`src/rtl/fetch_queue.sv`:
```
// Instruction-fetch front end: owns the PC, issues sequential fetches to a
// synchronous imem, buffers PC-tagged instructions and hands them to decode.
`timescale 1ns/1ps
module fetch_queue #(
  parameter int unsigned       ADDR_W   = 64,
  parameter int unsigned       INSTR_W  = 32,
  parameter int unsigned       DEPTH    = 4,
  parameter logic [ADDR_W-1:0] RESET_PC = '0,
  parameter logic [ADDR_W-1:0] PC_INC   = ADDR_W'(4)
) (
  input  logic                         clk,
  input  logic                         reset,
  output logic                         imem_req,
  output logic [ADDR_W-1:0]            imem_addr,
  input  logic [INSTR_W-1:0]           imem_rdata,
  input  logic                         redirect,
  input  logic [ADDR_W-1:0]            redirect_pc,
  output logic                         out_valid,
  input  logic                         out_ready,
  output logic [INSTR_W-1:0]           out_instr,
  output logic [ADDR_W-1:0]            out_pc,
  output logic [$clog2(DEPTH+1)-1:0]   count
);
  localparam int unsigned PW = $clog2(DEPTH);
  localparam int unsigned CW = $clog2(DEPTH+1);

  typedef struct packed {
    logic [INSTR_W-1:0] instr;
    logic [ADDR_W-1:0]  pc;
  } entry_t;

  entry_t              fifo_q [DEPTH];
  logic [ADDR_W-1:0]   fetch_pc_q, fetch_pc_d;
  logic [ADDR_W-1:0]   inflight_pc_q, inflight_pc_d;
  logic                inflight_q, inflight_d;
  logic [PW-1:0]       rd_ptr_q, rd_ptr_d, wr_ptr_q, wr_ptr_d;
  logic [CW-1:0]       count_q, count_d;
  logic                pop, wr_en, issue;
  logic [CW:0]         credits;

  assign out_valid = (count_q != '0) & ~redirect;
  assign pop       = out_valid & out_ready;
  assign wr_en     = inflight_q & ~redirect;

  // Credit counting: the outstanding request already owns a slot, so a
  // returning response can always be written.
  assign credits = {1'b0, count_q} + (CW+1)'(inflight_q) - (CW+1)'(pop);
  assign issue   = ~reset & ~redirect & (credits < (CW+1)'(DEPTH));

  assign imem_req  = issue;
  assign imem_addr = fetch_pc_q;
  assign out_instr = fifo_q[rd_ptr_q].instr;
  assign out_pc    = fifo_q[rd_ptr_q].pc;
  assign count     = count_q;

  always_comb begin
    fetch_pc_d    = fetch_pc_q;
    inflight_pc_d = inflight_pc_q;
    inflight_d    = issue;
    rd_ptr_d      = rd_ptr_q + PW'(pop);
    wr_ptr_d      = wr_ptr_q + PW'(wr_en);
    count_d       = count_q + CW'(wr_en) - CW'(pop);
    if (redirect) begin
      fetch_pc_d = redirect_pc;
      rd_ptr_d   = wr_ptr_q;
      count_d    = '0;
    end else if (issue) begin
      fetch_pc_d    = fetch_pc_q + PC_INC;
      inflight_pc_d = fetch_pc_q;
    end
  end

  always_ff @(posedge clk or posedge reset) begin
    if (reset) begin
      fetch_pc_q    <= RESET_PC;
      inflight_pc_q <= '0;
      inflight_q    <= 1'b0;
      rd_ptr_q      <= '0;
      wr_ptr_q      <= '0;
      count_q       <= '0;
    end else begin
      fetch_pc_q    <= fetch_pc_d;
      inflight_pc_q <= inflight_pc_d;
      inflight_q    <= inflight_d;
      rd_ptr_q      <= rd_ptr_d;
      wr_ptr_q      <= wr_ptr_d;
      count_q       <= count_d;
    end
  end

  // Storage carries no reset; contents are don't-care while out_valid=0.
  always_ff @(posedge clk) begin
    if (wr_en) fifo_q[wr_ptr_q] <= '{instr: imem_rdata, pc: inflight_pc_q};
  end
endmodule

```
`config.mk`:
```
export PLATFORM = sky130hd
export DESIGN_NAME = fetch_queue
export DESIGN_NICKNAME = d
export VERILOG_FILES = /design/src/rtl/fetch_queue.sv
export SDC_FILE = /design/constraint.sdc
export NUM_CORES = 1
export LEC_CHECK = 0
export BUFFER_PORTS_ARGS = -buffer_cell sky130_fd_sc_hd__buf_2
export CORE_UTILIZATION = 60
export CTS_CLUSTER_DIAMETER = 40
export DETAILED_ROUTE_END_ITERATION = 6
export PLACE_DENSITY_LB_ADDON = 0.08
export SYNTH_ARGS = -nofsm -noshare
export SYNTH_HDL_FRONTEND = slang
export SYNTH_SLANG_ARGS = --single-unit
```
`constraint.sdc`:
```
create_clock -name clk -period 20.6 [get_ports clk]
set_input_delay 1.03 -clock clk [delete_from_list [all_inputs] [get_ports clk]]
set_output_delay 1.03 -clock clk [all_outputs]
set_load 0.02 [all_outputs]
```
After elaboration in Yosys (flattened, before gate mapping)
Memory sizes are Yosys's and may differ from the RTL's.
Cells that the tools add are included.
- register bits: 136
- bits in latches: 0
- RAM bits: 384
- ROM bits: 0
- output and inout bits: 165
- word-level logic and storage cells: 31
- memories kept: 1
- add/sub/neg operators: 7
- multipliers: 0
- divide/modulo/power cells: 0
- magnitude comparators: 1
- eq/ne operators: 0
- shift operators: 0
- mux-type cells: 6
- bitwise gates (word level): 7
- reduce and logical (&&, ||, !) cells: 3
- memories (name ; depth ; bits a word ; read ports ; clocked after memory_dff ; wr ports ; RTL line ; RTL):
    fifo_q ; 4 ; 96 ; 1 ; 0 ; 1 ; 32 ; entry_t fifo_q [DEPTH];
- operators with widths (cell ; number):
    $mux W64 ; 2
    $add A64 B3 Y64 const B ; 1
    $and A1 B1 Y1 ; 5
    $add A2 B1 Y2 ; 2
    $add A3 B1 Y4 ; 1
    $lt A4 B3 Y1 const B ; 1
    $sub A4 B1 Y4 ; 1
    $add A3 B1 Y3 ; 1
    $mux W3 ; 1
    $reduce_bool A3 Y1 ; 1
    $sub A3 B1 Y3 ; 1
    $mux W1 ; 2
    $mux W2 ; 1
    $not A1 Y1 ; 2
    $reduce_and A2 Y1 ; 1
    $reduce_bool A2 Y1 ; 1

Longest topological paths before layout
Gate-level depths: netlist (run 1).
- depth in word-level cells: 8
- gate-level depth with buffers: 11

Least setup slack after synthesis (run 1)
Ideal clock, no wire load.
- path kind: input-to-reg
- start point: input port redirect
- end point: memory fifo_q[2][0] (netlist bit), enable pin
- setup time: 688 ps
- data arrival time: 8392 ps
- data required time: 19912 ps
- slack: 11519 ps
- stages: 4
- buffers on the path: 1
- cell sequence: clkbuf_1 -> inv_2 -> nand2_1 -> nor3b_1
- word-level cells in the longest chain between the ends: 4
- ends and longest elaborated chain (item ; RTL line ; RTL):
    start: declaration ; 16 ; input logic redirect,
    $not A1 Y1 (no line) ; - ;
    $and A1 B1 Y1 ; 43 ; assign wr_en = inflight_q & ~redirect;
    $mux W1 ; 93 ; if (wr_en) fifo_q[wr_ptr_q] <= '{instr: imem_rdata, pc: inflight_pc_q};
    $mux W1 (implied by the code) ; 93 ;
    end: declaration ; 32 ;
No other way between the ends.

Worst setup path after layout (run 1)
- start point: input port redirect
- end point: output port imem_req
- word-level cells in the longest chain between the ends: 6
- ends and longest elaborated chain (item ; RTL line ; RTL):
    $not A1 Y1 (no line) * ; - ;
    $and A1 B1 Y1 ; 41 ; assign out_valid = (count_q != '0) & ~redirect;
    $and A1 B1 Y1 ; 42 ; assign pop = out_valid & out_ready;
    $sub A4 B1 Y4 ; 47 ; assign credits = {1'b0, count_q} + (CW+1)'(inflight_q) - (CW+1)'(pop);
    $lt A4 B3 Y1 ; 48 ; assign issue = ~reset & ~redirect & (credits < (CW+1)'(DEPTH));
    $and A1 B1 Y1 * ; 48 ;
    end: declaration ; 13 ; output logic imem_req,
Mark *: on every way between the ends. The rest lies on a longest branch, timed or not.

==> metrics.txt, run 1 <==
number of distinct library cells after synthesis around 50; logic depth of the worst register-to-register path 10; delay of the slowest cell on the worst path 0.56 ns; Resized cells post-CTS 0; Starting Density ~60%; floorplan core area between 30,000 and 40,000 um^2; wirelength, routed between 40,000 and 50,000 um; final core utilization 72.3%; main combinational cell family by area after synthesis multiplexers; compound-gate portion of the synthesized area approximately 3.7%; Min-Delay Path Depth 0; mux cell area share after synthesis between 10% and 20%; number of buffers created by CTS 57; Avg WL per Cell around 23 um; required arrival time at the worst endpoint 19.57 ns; worst hold slack after final layout 0.509 ns; H-Tree Level Count 2; CTS tree done; type of the most critical hold path reg -> reg; number of antenna violations at the first check in global routing 6; cell family with the largest share of critical-path delay buffers and inverters; Min-Delay Startpoint inflight_pc_q[3]$_DFFE_PP0P_; endpoint arrival time on the critical path 4.10 ns; area enclosed by the die boundary 35,000 um^2; IO Port Bufs about 260; shortest clock period the worst path allows after layout 5.13 ns; cell row count 67; global routing usage on met3 under 10%; max-slew violation count 0; count of routing violations after the opening detailed-route iteration between 900 and 1,000; number of cells produced by synthesis 1,127; clock tree root buffer cell sky130_fd_sc_hd__clkbuf_16; number of nets in the synthesized netlist between 1,000 and 1,500; startpoint class of the critical path primary input; crit share post-route ~25%; via count of the first global-routing pass about 11,000; power density cells ~130 nW/um^2; Crit. Startpoint redirect; Cell Count, Final, Fillers Out 1,907; TritonCTS sink count 520; Mapped Area 20,500 um^2; number of synthesized flops with an enable pin 384; global-route usage over all layers 26.1%; actual slew at the worst max-slew pin 1.00 ns; clock insertion delay at the later pin of the skew report between 0.5 and 0.6 ns; die height between 150 and 200 um; Setup crit end kind output pin; Max transition margin 33.2%; Post-layout nets 1,514; antenna viol nets, final 0; Die Wd about 190 um; first-pass GRT wire length roughly 70,000 um; largest clock skew in the final design 0.0169 ns; CP Buf/Inv Count 5; global-route track usage on met2 41.2%; MaxCap Viol Count 0; synth-to-layout area growth 18.4%; count of endpoints failing setup in the final report 0; kind of critical path in -> out; Hold Vio Cnt, Final 0; overall overflow remaining after global route 0; total negative slack for setup checks 0 ns; CTS clock-pin slew for the worst setup and hold paths around 0.050 ns; outcome completed; post-DP HPWL roughly 27,000 um; drt first pass iters 4; startpoint of the worst-slack reg-to-reg timing path inflight_q$_DFF_PP0_; global placement routability congestion between 0.8 and 0.9; RSZ-0062 raised after global routing false; Leak around 0.0088 uW; Max rail drop VDD around 0.000083 V; largest net degree at the start of global routing 82; chain of cells forming the critical path buf_2 -> buf_4 -> or3b_2 -> or2_2 -> ha_1 -> a211oi_1 -> o21ai_0 -> a21oi_4 -> buf_4 -> o21ai_4 -> inv_1 -> buf_2; area fraction in and, or, nand and nor cells after synthesis under 10%; arithmetic-cell share of the synthesized area counting full adders, half adders and majority gates less than 1%; end point of the most critical hold path fifo_q[2][3]$_DFFE_PP_; register-to-register setup slack about 17 ns; total number of vias 11,500; share of post-route cells with drive strength above 1 38.7%; peak-usage layer in the global routing report met2; Via density 6.03; post-CTS setup buffer count 0; XOR/XNOR share of the synthesized area roughly 1.9%; Seq cells post-synth 520; number of hold buffers added after cts 0; r2r endpoint inflight_pc_q[45]$_DFFE_PP0P_; portion of the post-synthesis area used by sequential elements 72.7%; predominant post-synthesis flop cell sky130_fd_sc_hd__edfxtp_1; global-route met1 utilization a little under two fifths; post-synthesis average cell area between 15 and 20 um^2; I/O pin count 265; post-synthesis async set-or-reset flop share between 20% and 30%; clock buffer depth 3; critical path's slowest cell sky130_fd_sc_hd__or3b_2; crit path max fanout 74; number of placed instances, taps included around 1,800; maximum clock rate a little under 200 MHz; count of yosys warnings during synthesis 0; count of unresolved DRC violations after routing 0
-- flip-flops by register name (all words and copies together) (netlist names) --
| register | cells |
|---|---|
| count | 3 |
| fifo_q | 384 |
| imem_addr | 64 |
| inflight_pc_q | 64 |
| inflight_q | 1 |
| rd_ptr_q | 2 |
| wr_ptr_q | 2 |
-- where the power goes --
group | total, uW | internal (uW) | switching [uW]
sequential | 1490 | 1340 | 152
combinational | 761 | 334 | 427
clock | 1020 | 614 | 411
total | 3280 | 2290 | 989
-- metal layers --
metal,vias to the layer above,share of wire [%]
met5,-,0.049
met4,4,2.2
met3,77,6.7
met2,399,49
met1,5964,42
li1,5061,-
-- cells by family after synthesis --
group	Yosys count
AOI/OAI and AO/OA	117
xor gates and xnor gates	45
adders and majority gates	6
muxes	173
DFF	520
buffers and inverters	73
and+or+nand+nor	193
-- cell usage after synthesis (all sizes together), types with 2 or more instances --
master / instances / area [um^2]
edfxtp: 384 / 11500
dfrtp: 136 / 3400
mux4: 96 / 2160
mux2: 76 / 856
nand2: 58 / 218
o21ai: 58 / 290
clkbuf: 32 / 120
buf: 26 / 120
nor2: 26 / 97.6
xor2: 24 / 210
nand3: 23 / 120
xnor2: 21 / 184
o2111ai: 19 / 166
o211ai: 19 / 156
and3: 15 / 93.8
inv: 15 / 56.3
a31oi: 12 / 75.1
or3: 12 / 75.1
and4: 10 / 87.6
nor3: 8 / 56.3
or4: 8 / 60.1
and2: 7 / 43.8
nand4: 7 / 43.8
nor4: 6 / 52.6
ha: 5 / 62.6
nor2b: 4 / 25.0
nand2b: 3 / 18.8
o311ai: 3 / 26.3
a21oi: 2 / 10.0
nor3b: 2 / 15.0
o31a: 2 / 17.5
-- worst reg2reg max path: cells and delay by family (launching register included) --
kind	cells	cell delay (ns)
flip-flops	1	0.40
AO/OA/AOI/OAI	1	0.26
buffers and inverters	2	1.04
AND/OR/NAND/NOR	4	0.92
multiplexers	2	1.06
adder cells (fa/ha/maj)	1	0.30
-- area by class of cell --
class	count	area (um^2)
Tap cell	448	561
Timing Repair Buffer	280	1440
Inverter	15	61.3
Clock buffer	71	1590
Multi-Input combinational cell	534	5350
Sequential cell	520	14900
Fill cell	2121	9310
Antenna cell	3	7.51
Clock inverter	36	349
-- layout by cell type, fill, tap and decap left out, types with 9 or more instances in the layout --
| cell type | instances |
|---|---|
| sky130_fd_sc_hd__and3_1 | 14 |
| sky130_fd_sc_hd__mux2_2 | 76 |
| sky130_fd_sc_hd__nor2_1 | 25 |
| sky130_fd_sc_hd__xor2_1 | 24 |
| sky130_fd_sc_hd__nand3_1 | 22 |
| sky130_fd_sc_hd__or3_1 | 12 |
| sky130_fd_sc_hd__nand2_1 | 58 |
| sky130_fd_sc_hd__mux4_2 | 96 |
| sky130_fd_sc_hd__buf_2 | 264 |
| sky130_fd_sc_hd__and4_1 | 10 |
| sky130_fd_sc_hd__o21ai_0 | 56 |
| sky130_fd_sc_hd__inv_1 | 13 |
| sky130_fd_sc_hd__clkinv_2 | 9 |
| sky130_fd_sc_hd__a31oi_1 | 12 |
| sky130_fd_sc_hd__o2111ai_1 | 19 |
| sky130_fd_sc_hd__xnor2_1 | 21 |
| sky130_fd_sc_hd__clkbuf_16 | 60 |
| sky130_fd_sc_hd__buf_4 | 16 |
| sky130_fd_sc_hd__o211ai_1 | 18 |
| sky130_fd_sc_hd__dfrtp_1 | 134 |
| sky130_fd_sc_hd__edfxtp_1 | 384 |
-- stage by stage --
step | worst slack (ns) | cell area (um^2) | power, uW
5_1_grt | 15.24 | 24300 | 3410
4_1_cts | 15.48 | 24300 | 3300
2_1_floorplan | 11.52 | 20500 | 2020
3_3_place_gp | 15.40 | 22400 | 2260
6_report | 15.47 | 24300 | 3280
3_5_place_dp | 15.31 | 22400 | 2280
-- worst max path at each step --
stage | end | slack [ns] | cells past startpoint
floorplan | fifo_q[2][0]$_DFFE_PP_ | 11.52 | 4
global placement | inflight_pc_q[17]$_DFFE_PP0P_ | 15.40 | 12
detailed placement | inflight_pc_q[48]$_DFFE_PP0P_ | 15.31 | 12
CTS | imem_req | 15.48 | 12
global route | imem_req | 15.24 | 12
finish | imem_req | 15.47 | 12
No activity file was read; power rests on OpenSTA's default activity.
==> run 2, diff against run 1 <==
- CORE_UTILIZATION: 60 -> 52
- clock period: 20.6 -> 4.65 ns (I/O delays scaled with it)
==> run 2 against run 1 <==
  * Non-clock buffer count up 104
  * Cell area increased by 6.4%
  * Core utilization shrank 5.7 points
  * Sequential share of layout area shrank 3.7 points
  * Clock power rose to 5.2 times the previous value
  * Highest routed layer unchanged
==> metrics.txt, run 2 (synthesis gave the netlist of run 1 again) <==
outcome completed (unchanged); largest net degree at the start of global routing 104 (was 82); I/O pin count 265 (unchanged); power density cells 597 nW/um^2 (was 135 nW/um^2); largest clock skew in the final design 0.0188 ns (was 0.0169 ns); clock insertion delay at the later pin of the skew report 0.59 ns (about the same); startpoint class of the critical path flop (was primary input); total number of vias 12,000 (was 11,500); Max transition margin 26.1% (was 33.2%); post-CTS setup buffer count 0 (unchanged); global-route track usage on met2 39.2% (was 41.2%); total negative slack for setup checks 0 ns (unchanged); commonest non-fill, non-tap cell in the layout sky130_fd_sc_hd__edfxtp_1 (unchanged); Max rail drop VDD 0.000392 V (was 0.0000826 V); peak-usage layer in the global routing report met2 (unchanged); synth-to-layout area growth 25.9% (was 18.4%); maximum clock rate approximately 250 MHz; Via density 5.73 (was 6.03); Avg WL per Cell 23.0 um (was 23.4 um); share of post-route cells with drive strength above 1 37.1% (was 38.7%); type of the most critical hold path in -> reg (was reg -> reg); via count of the first global-routing pass 12,400 (was 11,400); commonest cells after routing, fill and taps aside 384 x sky130_fd_sc_hd__edfxtp_1, 264 x sky130_fd_sc_hd__buf_2, 134 x sky130_fd_sc_hd__dfrtp_1, 97 x sky130_fd_sc_hd__dlygate4sd3_1, 96 x sky130_fd_sc_hd__mux4_2 (was 384 x sky130_fd_sc_hd__edfxtp_1, 264 x sky130_fd_sc_hd__buf_2, 134 x sky130_fd_sc_hd__dfrtp_1, 96 x sky130_fd_sc_hd__mux4_2, 76 x sky130_fd_sc_hd__mux2_2); count of routing violations after the opening detailed-route iteration 713 (was 902); register-to-register setup slack 0.91 ns (was 16.50 ns); MaxCap Viol Count 0 (unchanged); worst hold slack after final layout 0.186 ns (was 0.509 ns); actual slew at the worst max-slew pin 1.11 ns (was 1.00 ns); crit path max fanout 27 (was 74); Resized cells post-CTS 0 (unchanged); global-route met1 utilization 33.0% (was 37.6%); Largest register FFs 384 (unchanged); CP Buf/Inv Count 2 (was 5); area enclosed by the die boundary 40,300 um^2 (was 35,000 um^2); Starting Density 52.9% (was 61.1%); drt first pass iters 5 (was 4); chain of cells forming the critical path or3b_2 -> or2_2 -> ha_1 -> nand4b_1 -> nor2_1 -> mux2_2 -> o21ai_4 -> inv_1 -> buf_2 (was buf_2 -> buf_4 -> or3b_2 -> or2_2 -> ha_1 -> a211oi_1 -> o21ai_0 -> a21oi_4 -> buf_4 -> o21ai_4 -> inv_1 -> buf_2); global placement routability congestion 0.808 (was 0.827); CTS tree done (unchanged); overall overflow remaining after global route 0 (unchanged); smallest setup slack after layout 0.706 ns (was 15.47 ns); antenna viol nets, final 0 (unchanged); post-placement worst setup slack 0.940 ns (was 15.31 ns); kind of critical path reg -> out (was in -> out); H-Tree Level Count 3 (was 2); r2r endpoint imem_addr[26]$_DFFE_PP0P_ (was inflight_pc_q[45]$_DFFE_PP0P_); Cell Count, Final, Fillers Out 2,092 (was 1,907); most flop-heavy register fifo_q (unchanged); global routing usage on met3 5.32% (was 5.67%); logic depth of the worst register-to-register path 10 (unchanged); Hold Vio Cnt, Final 0 (unchanged); floorplan core area 38,800 um^2 (was 33,600 um^2); die height 201 um (was 187 um); wirelength, routed 48,100 um (was 44,700 um); Post-layout nets 1,627 (was 1,514); number of antenna violations at the first check in global routing 1 (was 6); delay of the slowest cell on the worst path 0.83 ns (was 0.56 ns); Min-Delay Startpoint out_ready (was inflight_pc_q[3]$_DFFE_PP0P_); diode count 0 (was 3); number of placed instances, taps included 1,874 (was 1,797); global-route usage over all layers 24.4% (was 26.1%); final core utilization 66.6% (was 72.3%); RSZ-0062 raised after global routing false (unchanged); clock buffer depth 3 (unchanged); count of unresolved DRC violations after routing 0 (unchanged); crit share post-route 84.8%; post-DP HPWL 29,200 um (was 27,100 um); TritonCTS sink count 520 (unchanged); Die Wd 201 um (was 187 um); shortest clock period the worst path allows after layout 3.94 ns; IO Port Bufs 264 (unchanged); Min-Delay Path Depth 4 (was 0); critical path's slowest cell sky130_fd_sc_hd__o21ai_4 (was sky130_fd_sc_hd__or3b_2); max-slew violation count 0 (unchanged); CTS clock-pin slew for the worst setup and hold paths 0.06 ns (was 0.05 ns); Setup crit end kind output pin (unchanged); cell row count 72 (was 67); cell family with the largest share of critical-path delay simple AND/OR/NAND/NOR gates (was buffers and inverters); end point of the most critical hold path rd_ptr_q[0]$_DFF_PP0_ (was fifo_q[2][3]$_DFFE_PP_); Leak 0.00947 uW (was 0.00882 uW); clock tree root buffer cell sky130_fd_sc_hd__clkbuf_16 (unchanged); endpoint arrival time on the critical path 3.71 ns (was 4.10 ns); number of buffers created by CTS 66 (was 57); first-pass GRT wire length 73,800 um (was 68,800 um); required arrival time at the worst endpoint 4.42 ns (was 19.57 ns); number of hold buffers added after cts 97 (was 0); startpoint of the worst-slack reg-to-reg timing path inflight_q$_DFF_PP0_ (unchanged); count of endpoints failing setup in the final report 0 (unchanged)
-- run 2: worst max-delay path by stage --
stage / from / depth (start not counted) / slack (ns) / to
6_report: inflight_q$_DFF_PP0_ / 9 / 0.71 / imem_req
3_5_place_dp: inflight_q$_DFF_PP0_ / 10 / 0.94 / imem_addr[26]$_DFFE_PP0P_
2_1_floorplan: reset / 1 / 0.78 / count[0]$_DFF_PP0_
3_3_place_gp: inflight_q$_DFF_PP0_ / 10 / 1.05 / imem_addr[26]$_DFFE_PP0P_
4_1_cts: inflight_q$_DFF_PP0_ / 9 / 0.67 / imem_req
5_1_grt: inflight_q$_DFF_PP0_ / 9 / 0.51 / imem_req
-- run 2: cell type report --
type / instances / area (um^2)
clock buffer: 77 / 1770
clock inverter: 44 / 556
fill: 2736 / 13000
inverter: 15 / 61.3
multi-input combinational: 534 / 5360
sequential: 520 / 14900
tap: 518 / 648
timing repair buffer: 384 / 2530
-- run 2: tightest hold or removal path, delay by kind of cell --
family,cells,cell delay (ns)
simple gates,1,0.18
xor+xnor,1,0.14
buf+inv,1,0.11
compound gates,1,0.07
-- run 2: metal layers --
layer | wire (um) | vias to the layer above
li1 | - | 5290
met1 | 20100 | 6208
met2 | 23500 | 390
met3 | 3210 | 95
met4 | 1290 | 2
met5 | 10 | -
-- run 2: report_power, final --
part / internal, uW / switching, uW
clock network: 3270 / 2010
registers: 5930 / 761
logic: 1590 / 1870
-- run 2: metrics by stage --
step / power [uW] / cell area [um^2]
CTS: 15600 / 25900
detailed placement: 10200 / 22600
finish: 15400 / 25900
floorplan: 8920 / 20600
global placement: 10200 / 22600
global route: 16100 / 25900
==> run 3, diff against run 2 <==
- clock period: 4.65 -> 3.5 ns (I/O delays scaled with it)
==> run 3 against run 2 <==
  * Cell count increased by 0.72%
  * Register-to-register slack got worse by 0.76 ns
  * Combinational power increased by 45%
  * Clock power rose by 22%
  * Sequential share of layout area shrank 0.19 points
  * Clock-buffer cell count increased by 3
  * Highest routed layer unchanged
==> metrics.txt, run 3 (synthesis gave the netlist of run 1 again) <==
peak-usage layer in the global routing report met2 (unchanged); share of post-route cells with drive strength above 1 37.9% (was 37.1%); max-slew violation count 0 (unchanged); kind of critical path reg -> reg (was reg -> out); die height 201 um (unchanged); count of unresolved DRC violations after routing 0 (unchanged); commonest cells after routing, fill and taps aside 384 x sky130_fd_sc_hd__edfxtp_1, 263 x sky130_fd_sc_hd__buf_2, 134 x sky130_fd_sc_hd__dfrtp_1, 97 x sky130_fd_sc_hd__dlygate4sd3_1, 96 x sky130_fd_sc_hd__mux4_2 (was 384 x sky130_fd_sc_hd__edfxtp_1, 264 x sky130_fd_sc_hd__buf_2, 134 x sky130_fd_sc_hd__dfrtp_1, 97 x sky130_fd_sc_hd__dlygate4sd3_1, 96 x sky130_fd_sc_hd__mux4_2); via count of the first global-routing pass 12,200 (was 12,400); end point of the most critical hold path rd_ptr_q[0]$_DFF_PP0_ (unchanged); net switching power of the design 6130 uW (was 4640 uW); total number of vias 12,000 (about the same); Cell Count, Final, Fillers Out 2,107 (was 2,092); antenna viol nets, final 0 (unchanged); Max transition margin 33.8% (was 26.1%); startpoint of the worst-slack reg-to-reg timing path inflight_q$_DFF_PP0_ (unchanged); drt first pass iters 5 (unchanged); proportion of power drawn by combinational gates 24.8% (was 22.4%); crit share post-route between 90% and 100%; Filler Cell Count 2,714 (was 2,736); Starting Density 52.9% (unchanged); CTS clock-pin slew for the worst setup and hold paths 0.06 ns (about the same); I/O pin count 265 (unchanged); commonest non-fill, non-tap cell in the layout sky130_fd_sc_hd__edfxtp_1 (unchanged); startpoint class of the critical path flop (unchanged); Avg WL per Cell 23.2 um (was 23.0 um); largest net degree at the start of global routing 74 (was 104); clock insertion delay at the later pin of the skew report 0.62 ns (was 0.59 ns); Hold Vio Cnt, Final 0 (unchanged); r2r endpoint inflight_pc_q[0]$_DFFE_PP0P_ (was imem_addr[26]$_DFFE_PP0P_); largest clock skew in the final design 0.0256 ns (was 0.0188 ns); wirelength, routed 49,000 um (was 48,100 um); number of antenna violations at the first check in global routing 1 (unchanged); worst hold slack after final layout 0.105 ns (was 0.186 ns); final core utilization 66.8% (was 66.6%); Largest register FFs 384 (unchanged); total negative slack for setup checks 0 ns (unchanged); crit path max fanout 20 (was 27); area of placed instances 22,700 um^2 (was 22,600 um^2); MaxCap Viol Count 0 (unchanged); internal power contribution 14,100 uW (was 10,800 uW); type of the most critical hold path in -> reg (unchanged); most flop-heavy register fifo_q (unchanged); clock tree root buffer cell sky130_fd_sc_hd__clkbuf_16 (unchanged); global-route met1 utilization 34.5% (was 33.0%); Via density 5.70 (was 5.73); share of total power in sequential cells 43.2% (was 43.3%); overall overflow remaining after global route 0 (unchanged); global-route track usage on met2 39.4% (was 39.2%); post-DP HPWL 29,900 um (was 29,200 um); global routing usage on met3 5.80% (was 5.32%); clock buffer depth 3 (unchanged); H-Tree Level Count 2 (was 3); count of routing violations after the opening detailed-route iteration 782 (was 713); power density cells 778 nW/um^2 (was 597 nW/um^2); first-pass GRT wire length 74,500 um (was 73,800 um); register-to-register setup slack 0.15 ns (was 0.91 ns); global placement routability congestion 0.804 (was 0.808); Post-layout nets 1,643 (was 1,627); global-route usage over all layers 24.9% (was 24.4%); outcome completed (unchanged); Leak 0.00953 uW (was 0.00947 uW); floorplan core area 38,800 um^2 (unchanged); Max rail drop VDD 0.000596 V (was 0.000392 V); actual slew at the worst max-slew pin 0.989 ns (was 1.11 ns); logic depth of the worst register-to-register path 11 (was 10); final instance area 25,900 um^2 (about the same); maximum clock rate around 300 MHz; Min-Delay Path Depth 4 (unchanged); Die Wd 201 um (unchanged); CTS tree done (unchanged); TritonCTS sink count 520 (unchanged); count of endpoints failing setup in the final report 0 (unchanged); synth-to-layout area growth 26.4% (was 25.9%); endpoint arrival time on the critical path 3.84 ns (was 3.71 ns); Setup crit end kind flop (was output pin); Min-Delay Startpoint out_ready (unchanged); diode count 0 (unchanged); Crit. Startpoint inflight_q$_DFF_PP0_ (unchanged); Switching Fraction 30.4% (was 30.1%); number of placed instances, taps included 1,883 (was 1,874); IO Port Bufs 264 (unchanged); area enclosed by the die boundary 40,300 um^2 (unchanged); cell row count 72 (unchanged); required arrival time at the worst endpoint 3.99 ns (was 4.42 ns); shortest clock period the worst path allows after layout roughly 3.4 ns; RSZ-0062 raised after global routing false (unchanged); number of buffers created by CTS 61 (was 66); share of total power in the clock network 32.0% (was 34.2%)
-- run 3: cell count changes in the layout (fill, tap and decap cells not counted), sizes merged --
cell	previous run	this run
bufinv	9	7
clkinv	21	13
clkbuf	77	80
bufbuf	0	2
buf	287	306
clkinvlp	7	8
-- run 3: per-layer routing --
metal	vias up	share of wire, %
li1	5326	-
met1	6185	42
met2	410	49
met3	87	6.9
met4	2	2.7
met5	-	0.027
-- run 3: critical path, stage by stage (launching register included) --
cell and delay (ns):
sky130_fd_sc_hd__dfrtp_1 0.37, sky130_fd_sc_hd__or3b_2 0.47, sky130_fd_sc_hd__or2_2 0.32, sky130_fd_sc_hd__ha_1 0.31, sky130_fd_sc_hd__nand4b_1 0.11, sky130_fd_sc_hd__nor2_1 0.04
sky130_fd_sc_hd__mux2_4 0.34, sky130_fd_sc_hd__o21ai_4 0.19, sky130_fd_sc_hd__buf_4 0.18, sky130_fd_sc_hd__buf_4 0.19, sky130_fd_sc_hd__buf_4 0.33, sky130_fd_sc_hd__mux2_2 0.37
-- run 3: layout make-up --
cell class                      count  area (um^2)  area share (%)
Sequential cell                   520        14900            57.6
Multi-Input combinational cell    534         5380            20.7
Timing Repair Buffer              405         2810            10.8
Clock buffer                       80         1680            6.47
Tap cell                          518          648            2.50
Clock inverter                     35          430            1.66
Inverter                           15         60.1           0.231
-- run 3: worst max-delay path by stage --
stage	end	slack, ns	cells after the start
CTS	imem_req	0.01	10
global route	imem_req	0.02	10
global placement	imem_addr[61]$_DFFE_PP0P_	0.18	10
finish	inflight_pc_q[0]$_DFFE_PP0P_	0.15	11
detailed placement	imem_addr[44]$_DFFE_PP0P_	0.12	9
floorplan	fifo_q[2][0]$_DFFE_PP_	0.04	4
-- run 3: through the flow --
stage	worst slack, ns	total power, uW
after CTS	0.0124	20300
final	0.145	20200
after global routing	0.0232	21000
after detailed placement	0.116	13700
after floorplan	0.0438	11900
after global placement	0.181	13600
-- run 3: power groups by stage --
stage	registers, uW	clock network (uW)	logic, uW
2_1_floorplan	8570	0	3280
3_3_place_gp	8770	0	4810
3_5_place_dp	8850	0	4830
4_1_cts	8730	6590	5040
5_1_grt	8860	6850	5320
6_report	8720	6460	5000
-- run 3: timing repair --
| item | in CTS | in global routing |
|---|---|---|
| cloned | 2 | 0 |
| endpoints found under the hold margin | 225 | 0 |
| gates resized for setup | 0 | 5 |
| hold buffers | 97 | 0 |
| setup endpoints to repair | 1 | 27 |
| buffers inserted | 3 | 7 |
| pin swaps | 2 | 3 |
